<file path="config.mk">
export PLATFORM = sky130hd
export DESIGN_NAME = main_control
export DESIGN_NICKNAME = d
export VERILOG_FILES = /design/src/rtl/main_control.sv
export SDC_FILE = /design/constraint.sdc
export NUM_CORES = 1
export LEC_CHECK = 0
export BUFFER_PORTS_ARGS = -buffer_cell sky130_fd_sc_hd__buf_2
export CAP_MARGIN = 20
export CORE_AREA = 5 5 42 44
export DETAILED_ROUTE_END_ITERATION = 12
export DIE_AREA = 0 0 47 49
export HOLD_SLACK_MARGIN = 0.03
export PLACE_DENSITY = 0.68
export SETUP_SLACK_MARGIN = 0.1
export SYNTH_ARGS = -nofsm -noshare
export SYNTH_HDL_FRONTEND = slang
export SYNTH_SLANG_ARGS = --single-unit
</file>
<file path="constraint.sdc">
create_clock -name clk -period 1.6 [get_ports clk]
set_clock_uncertainty 0.05 [all_clocks]
set_input_delay 0.32 -clock clk [delete_from_list [all_inputs] [get_ports clk]]
set_output_delay 0.32 -clock clk [all_outputs]
set_load 0.01 [all_outputs]
</file>
<file path="src/rtl/main_control.sv">
// Multi-cycle MIPS main control: sequences fetch, decode and execution steps
// and decodes every datapath enable and mux select from the current state.
module main_control (
  input  logic       clk,
  input  logic       rst,
  input  logic [5:0] Op,
  output logic       PCWrite,
  output logic       PCWriteCond,
  output logic       IorD,
  output logic       MemRead,
  output logic       MemWrite,
  output logic       MemtoReg,
  output logic       IRWrite,
  output logic [1:0] PCSource,
  output logic [1:0] AluOp,
  output logic       AluSrcA,
  output logic [1:0] AluSrcB,
  output logic       RegWrite,
  output logic       RegDst,
  output logic [3:0] State,
  output logic       IllegalOp
);

  typedef enum logic [3:0] {
    S_FETCH     = 4'd0,
    S_DECODE    = 4'd1,
    S_MEMADDR   = 4'd2,
    S_MEMREAD   = 4'd3,
    S_MEMWB     = 4'd4,
    S_MEMWRITE  = 4'd5,
    S_EXECUTE   = 4'd6,
    S_RCOMPLETE = 4'd7,
    S_BRANCH    = 4'd8,
    S_JUMP      = 4'd9
  } state_t;

  localparam logic [5:0] OP_LW   = 6'b100011;
  localparam logic [5:0] OP_SW   = 6'b101011;
  localparam logic [5:0] OP_RTYP = 6'b000000;
  localparam logic [5:0] OP_BEQ  = 6'b000100;
  localparam logic [5:0] OP_J    = 6'b000010;

  state_t state_q, state_d;
  logic   illegal_q, illegal_d;

  always_ff @(posedge clk) begin
    if (rst) begin
      state_q   <= S_FETCH;
      illegal_q <= 1'b0;
    end else begin
      state_q   <= state_d;
      illegal_q <= illegal_d;
    end
  end

  always_comb begin
    state_d   = S_FETCH;
    illegal_d = 1'b0;
    case (state_q)
      S_FETCH:   state_d = S_DECODE;
      S_DECODE: begin
        case (Op)
          OP_LW, OP_SW: state_d = S_MEMADDR;
          OP_RTYP:      state_d = S_EXECUTE;
          OP_BEQ:       state_d = S_BRANCH;
          OP_J:         state_d = S_JUMP;
          default: begin
            state_d   = S_FETCH;
            illegal_d = 1'b1;
          end
        endcase
      end
      S_MEMADDR: state_d = (Op == OP_LW) ? S_MEMREAD : S_MEMWRITE;
      S_MEMREAD: state_d = S_MEMWB;
      S_EXECUTE: state_d = S_RCOMPLETE;
      default:   state_d = S_FETCH;
    endcase
  end

  always_comb begin
    PCWrite     = 1'b0;
    PCWriteCond = 1'b0;
    IorD        = 1'b0;
    MemRead     = 1'b0;
    MemWrite    = 1'b0;
    MemtoReg    = 1'b0;
    IRWrite     = 1'b0;
    PCSource    = 2'b00;
    AluOp       = 2'b00;
    AluSrcA     = 1'b0;
    AluSrcB     = 2'b00;
    RegWrite    = 1'b0;
    RegDst      = 1'b0;
    State       = state_q;
    IllegalOp   = illegal_q;
    case (state_q)
      S_FETCH: begin
        MemRead = 1'b1;
        IRWrite = 1'b1;
        AluSrcB = 2'b01;
        PCWrite = 1'b1;
      end
      S_DECODE:  AluSrcB = 2'b11;
      S_MEMADDR: begin
        AluSrcA = 1'b1;
        AluSrcB = 2'b10;
      end
      S_MEMREAD: begin
        MemRead = 1'b1;
        IorD    = 1'b1;
      end
      S_MEMWB: begin
        RegWrite = 1'b1;
        MemtoReg = 1'b1;
      end
      S_MEMWRITE: begin
        MemWrite = 1'b1;
        IorD     = 1'b1;
      end
      S_EXECUTE: begin
        AluSrcA = 1'b1;
        AluOp   = 2'b10;
      end
      S_RCOMPLETE: begin
        RegWrite = 1'b1;
        RegDst   = 1'b1;
      end
      S_BRANCH: begin
        AluSrcA     = 1'b1;
        AluOp       = 2'b01;
        PCWriteCond = 1'b1;
        PCSource    = 2'b01;
      end
      S_JUMP: begin
        PCWrite  = 1'b1;
        PCSource = 2'b10;
      end
      default: begin
        State     = 4'd0;
        IllegalOp = 1'b0;
      end
    endcase
    // During reset present a quiet FETCH: same selects, no write strobes.
    if (rst) begin
      PCWrite     = 1'b0;
      PCWriteCond = 1'b0;
      IorD        = 1'b0;
      MemRead     = 1'b0;
      MemWrite    = 1'b0;
      MemtoReg    = 1'b0;
      IRWrite     = 1'b0;
      PCSource    = 2'b00;
      AluOp       = 2'b00;
      AluSrcA     = 1'b0;
      AluSrcB     = 2'b01;
      RegWrite    = 1'b0;
      RegDst      = 1'b0;
      State       = 4'd0;
      IllegalOp   = 1'b0;
    end
  end

endmodule

</file>
==> impl_metrics.py <==
metrics = {
    "hold_path": {
        "worstHoldStart": "Op[4]",
        "hold_depth": 2,
        "hold_class": "primary input to flip-flop",
    },
    "placement": {
        "dp_cells": 108,
        "hpwl_um": 989.8,
        "dp_slack_ps": 57.12,
        "io_buffers": 28,
        "place_congestion": 0.7871,
    },
    "drt": {
        "drt_pre_antenna_iters": 4,
        "ant_nets": 0,
        "vias_per_cell": 4.856,
        "drc": 0,
        "drt_iter0_markers": 13,
        "num_vias": 607,
        "drt_wl_total_um": 1434,
        "post_drt_wl_per_cell_um": 11.47,
    },
    "final_layout": {
        "final_common_cell": "buf_2",
        "area_growth_pct": 77.60,
        "instances_no_fill": 125,
        "layout-drive-gt1-share": 0.6055,
        "layout_common_cells": "buf_2 (27), buf_4 (15), inv_1 (5)",
        "diodes": 0,
        "fillers": 126,
        "final_nets": 118,
    },
    "floorplanning": {
        "coreArea_mm2": 0.001401,
        "fp.dieW_um": 47,
        "initial_utilization": 0.3348,
        "fp-row-count": 14,
        "ios": 29,
        "die_area_mm2": 0.002303,
        "die-height_um": 49,
    },
    "synthesis": {
        "synth_edf_count": 0,
        "seq_area_frac_synth": 0.2133,
        "syn_avg_cell_area_um2": 7.109,
        "postSynth.asyncResetShare": 0,
        "yosysWarnings": 0,
        "synth_area_um2": 469.2,
        "syn_nets": 74,
        "ys.flop_type": "dfxtp_1",
        "postSynthCellCount": 66,
        "synth_seq_cells": 5,
        "ys_types": 30,
    },
    "clock_network": {
        "hold_buffers": 0,
        "clock-sinks": 5,
        "cts_made_buffers": 3,
        "cts_tree": "yes",
        "ctsRootBufferMaster": "clkbuf_4",
        "clk_path_buf_depth": 2,
        "clock_latency_ps": 230,
        "h-tree-depth": 1,
        "clkTransAtPathRegs_ps": 50,
    },
    "pwr": {
        "powerDensity_mw_per_mm2": 460.3,
        "p_total_mw": 0.3836,
        "power.leakage_nw": 0.4660,
        "ir_drop_mv": 0.4183,
    },
    "global_route": {
        "grt_pass1_vias": 497,
        "grt_util_all_layers": 0.1240,
        "antenna_found_initial": 0,
        "grt_max_degree": 17,
        "grt_first_pass_wirelength_um": 2118,
        "grt_overflow_total": 0,
    },
    "sta": {
        "holdWs_ps": 241.0,
        "tightest_slew_ps": 310.7,
        "finalSetupViolations": 0,
        "clock.fmax_mhz": 628.4,
        "rsz0062_at_grt": "yes",
        "layout_min_cycle_time_ps": 1591,
        "finalCritPeriodShare": 0.9947,
        "drv_slew": 0,
        "fin_ws_ps": 8.545,
        "slew_headroom": 0.7917,
        "hold_viol": 0,
    },
    "critical_path": {
        "path_class": "flip-flop to output pin",
        "cp.required_ps": 1230,
        "r2r-start": "state_q[3]$_SDFF_PP0_",
        "crit_chain": "or2_4, a21oi_2, and2_1, buf_2",
        "critPathBufInv": 1,
        "cpLargestDelayFamily": "simple AND/OR/NAND/NOR gates",
        "worst-endpoint-arrival_ps": 1220,
        "cp-end-kind": "output pin",
        "crit_cells": 4,
        "worstRegToRegCells": 4,
        "crit_start": "state_q[1]$_SDFF_PP0_",
        "worstPathMaxFanout": 6,
        "cp-start-kind": "flip-flop",
        "critPathMaxStageDelay_ps": 360,
        "cp_slowest_cell": "dfxtp_4",
    },
    "status": {
        "status": "finished clean",
    },
    "flow_run": {
        "cap_violations": 0,
    },
}
==> state kept, by name, indices dropped and copies added, names as in the netlist <==
name       count
illegal_q      1
state_q        4
==> final timing paths <==
check,endpoint,slack [ps]
worst max register to register,state_q[1]$_SDFF_PP0_,340
worst min-delay path,state_q[3]$_SDFF_PP0_,240
worst min register to register,state_q[1]$_SDFF_PP0_,660
worst max-delay path,IllegalOp,9
==> per-stage QoR <==
step	setup TNS, ps	cell area [um^2]	utilization
floorplan	0	469.2	-
global placement	0	628.1	0.4482
detailed placement	0	628.1	0.4482
CTS	0	724.4	0.5170
global route	-159.5	833.3	0.5946
finish	0	833.3	0.5946
==> cells by family after synthesis <==
logic type / synth area share
buffers and inverters: 0.1147
flip-flops: 0.2133
XOR/XNOR: 0.07466
AO/OA/AOI/OAI: 0.2080
AND/OR/NAND/NOR: 0.3894
==> layout make-up <==
type	count	area, um^2	share of cell area
tap	16	20.02	0.02402
sequential	5	112.6	0.1351
inverter	6	22.52	0.02703
multi-input combinational	49	366.6	0.4399
clock buffer	4	26.28	0.03153
timing repair buffer	45	285.3	0.3423
==> what timing repair did <==
action	4_1_cts	5_1_grt
gates resized for setup	14	11
setup endpoints to repair	20	20
setup buffers	4	9
pin swaps	5	8
==> where the power goes <==
part	switching [mW]	total (mW)	leakage (nW)	internal (mW)
clock	0.0480	0.142	0.0150	0.0941
combinational	0.0544	0.111	0.408	0.0566
sequential	0.00474	0.131	0.0434	0.126
total	0.107	0.384	0.466	0.276
==> layer usage <==
layer | wire length, um | vias up | GRT usage
met5 | 0 | - | 0
met4 | 0 | 0 | 0.06912
met3 | 107 | 0 | 0.02583
met2 | 751 | 17 | 0.1855
met1 | 575 | 275 | 0.1586
li1 | - | 315 | -
==> cells in the mapped netlist, types with 2 or more instances <==
library cell / number / area, um^2
a21oi_1: 3 / 15.01
and2_1: 3 / 18.77
and3_1: 3 / 18.77
buf_2: 4 / 20.02
dfxtp_1: 5 / 100.1
inv_1: 6 / 22.52
nand2_1: 4 / 15.01
nand3_1: 2 / 10.01
nand4_1: 2 / 12.51
nor2_1: 7 / 26.28
nor3_1: 5 / 25.02
xor2_1: 4 / 35.03
(Power assumes the default switching activity.)
